`src/rtl/ext_obi_master_arbiter_if.sv`:
```
// OBI bus bundle carrying N parallel lanes of request/response signals.
//   req/we/be/addr/wdata : request fields, driven by the bus master
//   gnt/rvalid/rdata     : response fields, driven by the bus slave
// modport master : request side (drives the request fields)
// modport slave  : response side (drives gnt/rvalid/rdata)
interface ext_obi_master_arbiter_if #(
  parameter int unsigned N = 1
);
  logic [N-1:0]       req;
  logic [N-1:0]       we;
  logic [N-1:0][3:0]  be;
  logic [N-1:0][31:0] addr;
  logic [N-1:0][31:0] wdata;
  logic [N-1:0]       gnt;
  logic [N-1:0]       rvalid;
  logic [N-1:0][31:0] rdata;

  modport master (
    output req, we, be, addr, wdata,
    input  gnt, rvalid, rdata
  );

  modport slave (
    input  req, we, be, addr, wdata,
    output gnt, rvalid, rdata
  );
endinterface

```
`src/rtl/ext_obi_master_arbiter.sv`:
```
// Round-robin arbiter from NUM_MASTERS external OBI masters onto one OBI master port.
// An ID FIFO records the issuer of every granted transaction so each rvalid/rdata is
// routed back to the master that issued it.
//   clk_i, rst_ni        : clock, async active-low reset
//   masters_if (slave)   : NUM_MASTERS lanes from the external masters
//   slave_if (master)    : single lane towards the x_heep ext_xbar master port
//   isolate_i            : per master, blocks new grants (a locked request still completes)
//   master_idle_o        : per master, nothing outstanding and no locked request
//   outstanding_o        : total granted-but-unanswered transactions
//   unexpected_rvalid_o  : sticky, rvalid seen while no transaction was outstanding
module ext_obi_master_arbiter #(
  parameter int unsigned NUM_MASTERS     = 2,
  parameter int unsigned MAX_OUTSTANDING = 4
) (
  input  logic                                   clk_i,
  input  logic                                   rst_ni,
  ext_obi_master_arbiter_if.slave                masters_if,
  ext_obi_master_arbiter_if.master               slave_if,
  input  logic [NUM_MASTERS-1:0]                 isolate_i,
  output logic [NUM_MASTERS-1:0]                 master_idle_o,
  output logic [$clog2(MAX_OUTSTANDING+1)-1:0]   outstanding_o,
  output logic                                   unexpected_rvalid_o
);

  localparam int unsigned IdxW = (NUM_MASTERS > 1) ? $clog2(NUM_MASTERS) : 1;
  localparam int unsigned PtrW = (MAX_OUTSTANDING > 1) ? $clog2(MAX_OUTSTANDING) : 1;
  localparam int unsigned CntW = $clog2(MAX_OUTSTANDING + 1);

  typedef enum logic [0:0] {StIdle, StLocked} state_e;

  state_e                                state_q, state_d;
  logic [IdxW-1:0]                       rr_ptr_q, rr_ptr_d;
  logic [IdxW-1:0]                       sel_q, sel_d;
  logic [MAX_OUTSTANDING-1:0][IdxW-1:0]  fifo_q, fifo_d;
  logic [PtrW-1:0]                       wr_ptr_q, wr_ptr_d, rd_ptr_q, rd_ptr_d;
  logic [CntW-1:0]                       count_q, count_d;
  logic [NUM_MASTERS-1:0][CntW-1:0]      cnt_q, cnt_d;
  logic                                  unexp_q, unexp_d;

  logic [NUM_MASTERS-1:0] eligible;
  logic                   fifo_full, fifo_empty;
  logic                   found, active, hs, pop;
  logic [IdxW-1:0]        pick, sel, head;
  int unsigned            idx;

  function automatic logic [PtrW-1:0] ptr_inc(input logic [PtrW-1:0] p);
    if (32'(p) == MAX_OUTSTANDING - 1) return '0;
    return p + 1'b1;
  endfunction

  // Full is taken from registered occupancy, so a same-cycle pop does not unblock it.
  assign fifo_full  = (32'(count_q) == MAX_OUTSTANDING);
  assign fifo_empty = (count_q == '0);
  assign eligible   = masters_if.req & ~isolate_i & {NUM_MASTERS{~fifo_full}};
  assign head       = fifo_q[rd_ptr_q];

  always_comb begin
    found = 1'b0;
    pick  = '0;
    idx   = 0;
    for (int unsigned k = 0; k < NUM_MASTERS; k++) begin
      idx = (32'(rr_ptr_q) + k) % NUM_MASTERS;
      if (!found && eligible[IdxW'(idx)]) begin
        found = 1'b1;
        pick  = IdxW'(idx);
      end
    end
  end

  // A locked master keeps the port regardless of isolate/full: OBI forbids retracting req.
  // Reset gates the combinational paths so the port is quiet while rst_ni is low.
  assign sel    = (state_q == StLocked) ? sel_q : pick;
  assign active = rst_ni & ((state_q == StLocked) | found);
  assign hs     = active & slave_if.gnt[0];
  assign pop    = rst_ni & slave_if.rvalid[0] & ~fifo_empty;

  assign slave_if.req   = active;
  assign slave_if.we    = active & masters_if.we[sel];
  assign slave_if.be    = active ? masters_if.be[sel]    : '0;
  assign slave_if.addr  = active ? masters_if.addr[sel]  : '0;
  assign slave_if.wdata = active ? masters_if.wdata[sel] : '0;

  always_comb begin
    masters_if.gnt    = '0;
    masters_if.rvalid = '0;
    masters_if.rdata  = '0;
    if (active) masters_if.gnt[sel] = slave_if.gnt[0];
    if (pop) begin
      masters_if.rvalid[head] = 1'b1;
      masters_if.rdata[head]  = slave_if.rdata[0];
    end
  end

  always_comb begin
    state_d  = state_q;
    sel_d    = sel_q;
    rr_ptr_d = rr_ptr_q;
    fifo_d   = fifo_q;
    wr_ptr_d = wr_ptr_q;
    rd_ptr_d = rd_ptr_q;
    count_d  = count_q;
    cnt_d    = cnt_q;
    unexp_d  = unexp_q | (slave_if.rvalid[0] & fifo_empty);

    unique case (state_q)
      StIdle: begin
        if (active && !slave_if.gnt[0]) begin
          state_d = StLocked;
          sel_d   = sel;
        end
      end
      StLocked: begin
        if (slave_if.gnt[0]) state_d = StIdle;
      end
      default: state_d = StIdle;
    endcase

    if (hs) begin
      fifo_d[wr_ptr_q] = sel;
      wr_ptr_d         = ptr_inc(wr_ptr_q);
      rr_ptr_d         = (32'(sel) == NUM_MASTERS - 1) ? '0 : sel + 1'b1;
    end
    if (pop) rd_ptr_d = ptr_inc(rd_ptr_q);

    count_d = count_q + CntW'(hs) - CntW'(pop);
    for (int unsigned i = 0; i < NUM_MASTERS; i++) begin
      if (hs && sel == IdxW'(i))   cnt_d[i] = cnt_d[i] + 1'b1;
      if (pop && head == IdxW'(i)) cnt_d[i] = cnt_d[i] - 1'b1;
    end
  end

  always_ff @(posedge clk_i or negedge rst_ni) begin
    if (!rst_ni) begin
      state_q  <= StIdle;
      sel_q    <= '0;
      rr_ptr_q <= '0;
      fifo_q   <= '0;
      wr_ptr_q <= '0;
      rd_ptr_q <= '0;
      count_q  <= '0;
      cnt_q    <= '0;
      unexp_q  <= 1'b0;
    end else begin
      state_q  <= state_d;
      sel_q    <= sel_d;
      rr_ptr_q <= rr_ptr_d;
      fifo_q   <= fifo_d;
      wr_ptr_q <= wr_ptr_d;
      rd_ptr_q <= rd_ptr_d;
      count_q  <= count_d;
      cnt_q    <= cnt_d;
      unexp_q  <= unexp_d;
    end
  end

  always_comb begin
    for (int unsigned i = 0; i < NUM_MASTERS; i++) begin
      master_idle_o[i] = (cnt_q[i] == '0) && !(state_q == StLocked && sel_q == IdxW'(i));
    end
  end

  assign outstanding_o       = count_q;
  assign unexpected_rvalid_o = unexp_q;

endmodule

```
`src/flat_wrapper.sv`:
```
// flat-port wrapper written by rule: the top's interface ports become plain ports
module ext_obi_master_arbiter_flat 
#(
  parameter int unsigned NUM_MASTERS     = 2,
  parameter int unsigned MAX_OUTSTANDING = 4
)
  (clk_i, rst_ni, isolate_i, master_idle_o, outstanding_o, unexpected_rvalid_o, masters_if_req, masters_if_we, masters_if_be, masters_if_addr, masters_if_wdata, masters_if_gnt, masters_if_rvalid, masters_if_rdata, slave_if_req, slave_if_we, slave_if_be, slave_if_addr, slave_if_wdata, slave_if_gnt, slave_if_rvalid, slave_if_rdata);
  ext_obi_master_arbiter_if #(.N(2)) masters_if_i ();
  ext_obi_master_arbiter_if #(.N(1)) slave_if_i ();
  input  logic clk_i;
  input  logic rst_ni;
  input  logic [NUM_MASTERS-1:0] isolate_i;
  output logic [NUM_MASTERS-1:0] master_idle_o;
  output logic [$clog2(MAX_OUTSTANDING+1)-1:0] outstanding_o;
  output logic unexpected_rvalid_o;
  input wire logic [$bits(masters_if_i.req)-1:0] masters_if_req;
  input wire logic [$bits(masters_if_i.we)-1:0] masters_if_we;
  input wire logic [$bits(masters_if_i.be)-1:0] masters_if_be;
  input wire logic [$bits(masters_if_i.addr)-1:0] masters_if_addr;
  input wire logic [$bits(masters_if_i.wdata)-1:0] masters_if_wdata;
  output wire logic [$bits(masters_if_i.gnt)-1:0] masters_if_gnt;
  output wire logic [$bits(masters_if_i.rvalid)-1:0] masters_if_rvalid;
  output wire logic [$bits(masters_if_i.rdata)-1:0] masters_if_rdata;
  output wire logic [$bits(slave_if_i.req)-1:0] slave_if_req;
  output wire logic [$bits(slave_if_i.we)-1:0] slave_if_we;
  output wire logic [$bits(slave_if_i.be)-1:0] slave_if_be;
  output wire logic [$bits(slave_if_i.addr)-1:0] slave_if_addr;
  output wire logic [$bits(slave_if_i.wdata)-1:0] slave_if_wdata;
  input wire logic [$bits(slave_if_i.gnt)-1:0] slave_if_gnt;
  input wire logic [$bits(slave_if_i.rvalid)-1:0] slave_if_rvalid;
  input wire logic [$bits(slave_if_i.rdata)-1:0] slave_if_rdata;
  assign masters_if_i.req = masters_if_req;
  assign masters_if_i.we = masters_if_we;
  assign masters_if_i.be = masters_if_be;
  assign masters_if_i.addr = masters_if_addr;
  assign masters_if_i.wdata = masters_if_wdata;
  assign masters_if_gnt = masters_if_i.gnt;
  assign masters_if_rvalid = masters_if_i.rvalid;
  assign masters_if_rdata = masters_if_i.rdata;
  assign slave_if_req = slave_if_i.req;
  assign slave_if_we = slave_if_i.we;
  assign slave_if_be = slave_if_i.be;
  assign slave_if_addr = slave_if_i.addr;
  assign slave_if_wdata = slave_if_i.wdata;
  assign slave_if_i.gnt = slave_if_gnt;
  assign slave_if_i.rvalid = slave_if_rvalid;
  assign slave_if_i.rdata = slave_if_rdata;
  ext_obi_master_arbiter #(.NUM_MASTERS(NUM_MASTERS), .MAX_OUTSTANDING(MAX_OUTSTANDING)) u_core (.clk_i(clk_i), .rst_ni(rst_ni), .masters_if(masters_if_i), .slave_if(slave_if_i), .isolate_i(isolate_i), .master_idle_o(master_idle_o), .outstanding_o(outstanding_o), .unexpected_rvalid_o(unexpected_rvalid_o));
endmodule
```
`config.mk`:
```
export PLATFORM = sky130hd
export DESIGN_NAME = ext_obi_master_arbiter_flat
export DESIGN_NICKNAME = d
export VERILOG_FILES = /design/src/rtl/ext_obi_master_arbiter_if.sv /design/src/rtl/ext_obi_master_arbiter.sv /design/src/flat_wrapper.sv
export SDC_FILE = /design/constraint.sdc
export NUM_CORES = 1
export LEC_CHECK = 0
export ABC_AREA = 1
export BUFFER_PORTS_ARGS = -buffer_cell sky130_fd_sc_hd__buf_2
export CAP_MARGIN = 5
export CORE_AREA = 10 10 117 119
export DETAILED_ROUTE_END_ITERATION = 10
export DIE_AREA = 0 0 127 129
export SLEW_MARGIN = 20
export SYNTH_ARGS = -nofsm -noshare
export SYNTH_HDL_FRONTEND = slang
export SYNTH_SLANG_ARGS = --single-unit
```
`constraint.sdc`:
```
create_clock -name clk_i -period 2.55 [get_ports clk_i]
set_clock_uncertainty 0.05 [all_clocks]
set_input_delay 0.765 -clock clk_i [delete_from_list [all_inputs] [get_ports clk_i]]
set_output_delay 0.765 -clock clk_i [all_outputs]
set_load 0.005 [all_outputs]
```
Word-level counts from Yosys, hierarchy flattened
Cells that the tools add are included.

word-level totals
  bits in registers = 21
  logic and storage cells = 125
  output and inout port bits = 144
  bits of input ports = 178

cells by class
  bitwise gates (word level) = 19
  equal/unequal tests = 3
  order comparisons = 9
  reductions and logical operators = 21
  muxes and demuxes = 50
  add/subtract/negate cells = 10

operator list
  operator               count
  $mux W32               7
  $and A64 B64 Y64       1
  $mux W64               1
  $demux W32 S1          1
  $mux W1                22
  $logic_and A1 B1 Y1    13
  $mux W2                6
  $mux W3                4
  $mux W4                3
  $logic_not A3 Y1       3
  $lt A1 B2 Y1 const B   4
  $add A3 B1 Y3 const B  2
  $and A1 B1 Y1          6
  $and A2 B2 Y2          3
  $lt A2 B3 Y1 const B   2
  $not A1 Y1             6
  $sub A3 B1 Y3 const B  2
  $add A2 B1 Y2 const B  2
  $bwmux W4              1
  $eq A2 B2 Y1 const B   2
  $logic_not A1 Y1       4
  $add A3 B1 Y3          1
  $eq A3 B3 Y1 const B   1
  $sub A3 B1 Y3          1
  other kinds (10)       14

Logic depth before layout (Yosys ltp)
  word-level depth = 16
  gate-level depth with buffers = 18
  gate-level depth less buffers = 18

Worst setup path after synthesis
Ideal clock, no wire load.

  path type = input to output
  start point = input isolate_i[0]
  end point = output slave_if_addr[15]
  arrival = 1.643 ns
  stages on the path = 10
  buffers on the path = 2
  data required time = 1.735 ns
  path slack = 0.092 ns
  path through = inv_1 > nand3_1 > nand2_1 > inv_1 > nand2_1 > nand2_2 > buf_6 > buf_4 > nand2_1 > a21oi_1

between the ends
  cells in the longest elaborated chain, start to end = 13
  elaborated cells on any way between the ends = 19
  those cells by class = mux: 12; bitwise: 5; reduce/logical: 2

RTL lines
  element                                       RTL line                      RTL
  start, declared                               flat_wrapper.sv:12            input logic [NUM_MASTERS-1:0] isolate_i;
  $not A2 Y2 *                                  ext_obi_master_arbiter.sv:54  assign eligible = masters_if.req & ~isolate_i & {NUM_MASTERS{~fifo_full}};
  $and A2 B2 Y2 * (2 in series)                 ext_obi_master_arbiter.sv:54
  $mux W1 (implied by the code) (2 in series)   ext_obi_master_arbiter.sv:63  if (!found && eligible[IdxW'(idx)]) begin
  $mux W1                                       ext_obi_master_arbiter.sv:63
  $logic_not A1 Y1                              ext_obi_master_arbiter.sv:63
  $logic_and A1 B1 Y1                           ext_obi_master_arbiter.sv:63
  $mux W1                                       ext_obi_master_arbiter.sv:63
  $mux W1                                       ext_obi_master_arbiter.sv:72  assign sel = (state_q == StLocked) ? sel_q : pick;
  $mux W32 (implied by the code) (2 in series)  ext_obi_master_arbiter.sv:80  assign slave_if.addr = active ? masters_if.addr[sel] : '0;
  $mux W32 *                                    ext_obi_master_arbiter.sv:80
  end, declared                                 flat_wrapper.sv:27            output wire logic [$bits(slave_if_i.addr)-1:0] slave_if_addr;

Mark *: on every way between the ends. The rest lies on a longest branch, timed or not. The select of a mux whose other input is x is not followed.

Worst setup path after layout
  start point = input isolate_i[0]
  end point = output slave_if_addr[31]

Same word-level chain as after synthesis.

==> metrics.log <==
INFO  metric post_synth_num_cell_types = 28
INFO  metric cts-root-buf = clkbuf_16
INFO  metric initial_utilization = 0.262
INFO  metric design.die.area = about 16,000 µm²
INFO  metric holdWs = roughly 410 ps
INFO  metric final.period_utilization = 1.08
INFO  metric drcViolationCount = 0
INFO  metric yosysWarningCount = 0
INFO  metric grt_start_max_net_pins = 24
INFO  metric share_seq_of_total_power = 0.170
INFO  metric crit_required = between 1500 and 2000 ps
INFO  metric drt_iter0_drc = 260
INFO  metric antenna-diode-count = 0
INFO  metric final_hold_viol_count = 0
INFO  metric layout_cells_sized_above_1 = 0.637
INFO  metric worst_slack = -203 ps
INFO  metric detailroute.via_count = 4,744
INFO  metric slew_headroom = 0.826
INFO  metric viasPerCell = 4.58
INFO  metric worst_path_clk_slew = 60 ps
INFO  metric std_cell_rows = 39
INFO  metric gate_count_post_synth = between 500 and 600
INFO  metric synthDominantCellAreaShare = 0.222
INFO  metric ir_drop = between 0.0003 and 0.0004 V
INFO  metric cts_tree = done
INFO  metric grt_remaining_overflow = 0
INFO  metric post_synth.cell_area_avg = between 5 and 6 µm²
INFO  metric chip_width = about 130 µm
INFO  metric synth_seq_area_share = 0.177
INFO  metric synth_top_cells_by_count = 175 x nand2_1, 71 x nor2_1, 60 x inv_1, 51 x a21oi_1, 23 x nand2_2
INFO  metric fmaxAchievable = between 300 and 400 MHz
INFO  metric grt_setup_unrepaired = true
INFO  metric cts_sinks = 21
INFO  metric max-clock-path-buffers = 2
INFO  metric postSynthRegisterBits = 21
INFO  metric synth_edf_count = 0
INFO  metric failed_checks = negative setup slack
INFO  metric grt_pass1_vias = 4,360
INFO  metric final_core_utilization = 0.536
INFO  metric portion_of_total_power_attributed_to_the_clock_network = 0.093
INFO  metric final_nets = around 1,100
INFO  metric power.switching_fraction = 0.451
INFO  metric cap_violations = 0
INFO  metric p_switching = between 1.5 and 2 mW
INFO  metric gp_congestion = about 0.93
INFO  metric cts_hold_buffers = 0
INFO  metric worst-setup-path-type = in -> out
INFO  metric numCtsBuffers = 3
INFO  metric cp.arrival = about 1900 ps
INFO  metric status = finished with violations
INFO  metric placement.io_buffers = around 320
INFO  metric dp_hpwl = 13,300 µm
INFO  metric drv_slew = 0
INFO  metric die-height = roughly 130 µm
INFO  metric detailedPlace.worstSlack = -242 ps
INFO  metric wire_length_of_the_first_global_routing_pass = about 23,000 µm
INFO  metric p_leak = between 3 and 4 nW
INFO  metric yosys_most_used_dff = dfrtp_1
INFO  metric detail_route.first_pass.iterations = 4
INFO  metric internal = about 2.0 mW
INFO  metric drt.antenna.violating_nets = 0
INFO  metric crit_fanout = 9
INFO  metric finalCriticalPeriod = roughly 2800 ps
INFO  metric io_pins = 322
INFO  metric postSynth.asyncResetShare = 1.00
INFO  metric grt_util_all_layers = 0.171
INFO  metric power_frac_comb = 0.737
INFO  metric avgRoutedWirePerCell = 17.0 µm
INFO  metric postSynthNetCount = around 710
INFO  metric setup_viol = 70
INFO  metric netlist_area = approximately 3000 µm²
INFO  metric finalWirelength = ~18,000 µm
INFO  metric core_outline_area = 11,300 µm²
INFO  metric timing.critical_path.to_type = output pin
INFO  metric initial_antenna_violation_count = 1
INFO  metric htreeDepth = 1
INFO  metric worstMarginPinSlew = 261 ps
INFO  metric synth_top_cells_by_area = nand2_1 22%, dfrtp_1 18%, nor2_1 9.0%, a21oi_1 8.6%, inv_1 7.6%
INFO  metric layout_overhead_on_the_synthesized_area = 105%
INFO  metric synth_top_cell_by_area = nand2_1
INFO  metric clock_insertion_delay_worst_skew = between 200 and 300 ps
INFO  metric critPathLaunchType = input pin
INFO  metric yosysMostFrequentCell = nand2_1
INFO  metric hp-class = in -> async
INFO  metric power_density = around 600 nW/µm²
layout by cell type, fill, tap and decap left out:
| cell type | count |
|---|---|
| clkbuf_16 | 11 |
| inv_1 | 55 |
| a21oi_4 | 1 |
| a21oi_1 | 14 |
| inv_6 | 1 |
| buf_4 | 40 |
| xnor2_1 | 2 |
| nand3_4 | 3 |
| clkbuf_1 | 1 |
| o21bai_1 | 1 |
| inv_4 | 3 |
| dfrtp_2 | 2 |
| buf_12 | 14 |
| a21oi_2 | 57 |
| or2_1 | 1 |
| buf_6 | 17 |
| nor2_4 | 7 |
| nor2_1 | 65 |
| nand3_2 | 1 |
| fa_1 | 1 |
| inv_2 | 5 |
| xor2_1 | 1 |
| nand2_1 | 120 |
| nand2_4 | 11 |
| buf_16 | 1 |
| nand3_1 | 20 |
| buf_2 | 317 |
| or2_0 | 1 |
| nor2_2 | 5 |
| nand2_2 | 68 |
| or2_2 | 1 |
| o21ai_0 | 11 |
| nor2_8 | 1 |
| dfrtp_1 | 19 |
| ha_1 | 12 |
| a31o_2 | 1 |
| buf_8 | 2 |
flip-flops by register name (all words and copies together) (netlist names):
name	count
u_core.rr_ptr_q	1
u_core.state_q	1
u_core.outstanding_o	3
u_core.unexpected_rvalid_o	1
u_core.wr_ptr_q	2
u_core.fifo_q	4
u_core.sel_q	1
u_core.cnt_q	6
u_core.rd_ptr_q	2
timing repair:
item	in CTS	in global routing
setup endpoints to repair	72	126
hold endpoints to repair	0	0
pin swaps	3	62
setup buffers	2	18
cloned	3	11
gates resized for setup	23	131
final cells by class:
cell class / instances / area [µm²]
Clock buffer: 4 / 78.8
Fill cell: 1100 / 5260
Inverter: 64 / 253
Multi-Input combinational cell: 405 / 2410
Sequential cell: 21 / 528
Tap cell: 143 / 179
Timing Repair Buffer: 399 / 2620
critical path, stage by stage:
cell	delay, ps
buf_6	100
inv_4	40
nand3_4	80
nand2_4	90
nor2_4	50
nor2_8	120
buf_4	160
clkbuf_16	160
nand2_1	60
a21oi_1	130
buf_2	160
power groups by stage:
stage	sequential [mW]	combinational (mW)	clock, mW
floorplan	0.603	1.18	0
global placement	0.619	2.12	0
detailed placement	0.622	2.12	0
CTS	0.619	2.25	0.347
global route	0.646	2.97	0.364
finish	0.622	2.70	0.340
metal layers:
metal / track usage / up-vias / part of all wire
met5: 0 / - / 0.00074
met4: 0.0322 / 2 / 0.017
met3: 0.0739 / 32 / 0.11
met2: 0.317 / 264 / 0.51
met1: 0.177 / 2105 / 0.35
li1: - / 2341 / -
through the flow:
stage	setup TNS [ps]	power, mW	cells	area [µm²]
2_1_floorplan	0	1.78	518	2960
3_3_place_gp	-11590	2.74	1000	5060
3_5_place_dp	-11380	2.74	1000	5060
4_1_cts	-10740	3.22	1009	5330
5_1_grt	-15310	3.98	1036	6060
6_report	-9660	3.66	1036	6060
cells by family (layout without fill, tap and decap cells):
logic type / count (synthesis) / after routing / synth area share
buffers and inverters: 92 / 467 / 0.147
flip-flops: 21 / 21 / 0.177
XOR/XNOR: 3 / 3 / 0.00887
AND/OR/NAND/NOR: 304 / 304 / 0.437
adder cells (fa/ha/maj): 13 / 13 / 0.0575
AO/OA/AOI/OAI: 85 / 85 / 0.172
path summary, 6_finish.rpt:
path / cells past startpoint / slack (ps) / from / endpoint
worst max-delay path: 11 / -200 / isolate_i[0] / slave_if_addr[31]
worst min register to register: 1 / 410 / u_core.unexpected_rvalid_o$_DFF_PN0_ / u_core.unexpected_rvalid_o$_DFF_PN0_
min in group clk_i: 1 / 410 / u_core.unexpected_rvalid_o$_DFF_PN0_ / u_core.unexpected_rvalid_o$_DFF_PN0_
max in group asynchronous: 3 / 1700 / rst_ni / u_core.rd_ptr_q[0]$_DFFE_PN0P_
worst min-delay path: 2 / 410 / rst_ni / u_core.unexpected_rvalid_o$_DFF_PN0_
worst max register to register: 19 / 270 / u_core.outstanding_o[0]$_DFF_PN0_ / u_core.cnt_q[5]$_DFF_PN0_
No activity file was read; power rests on OpenSTA's default activity.
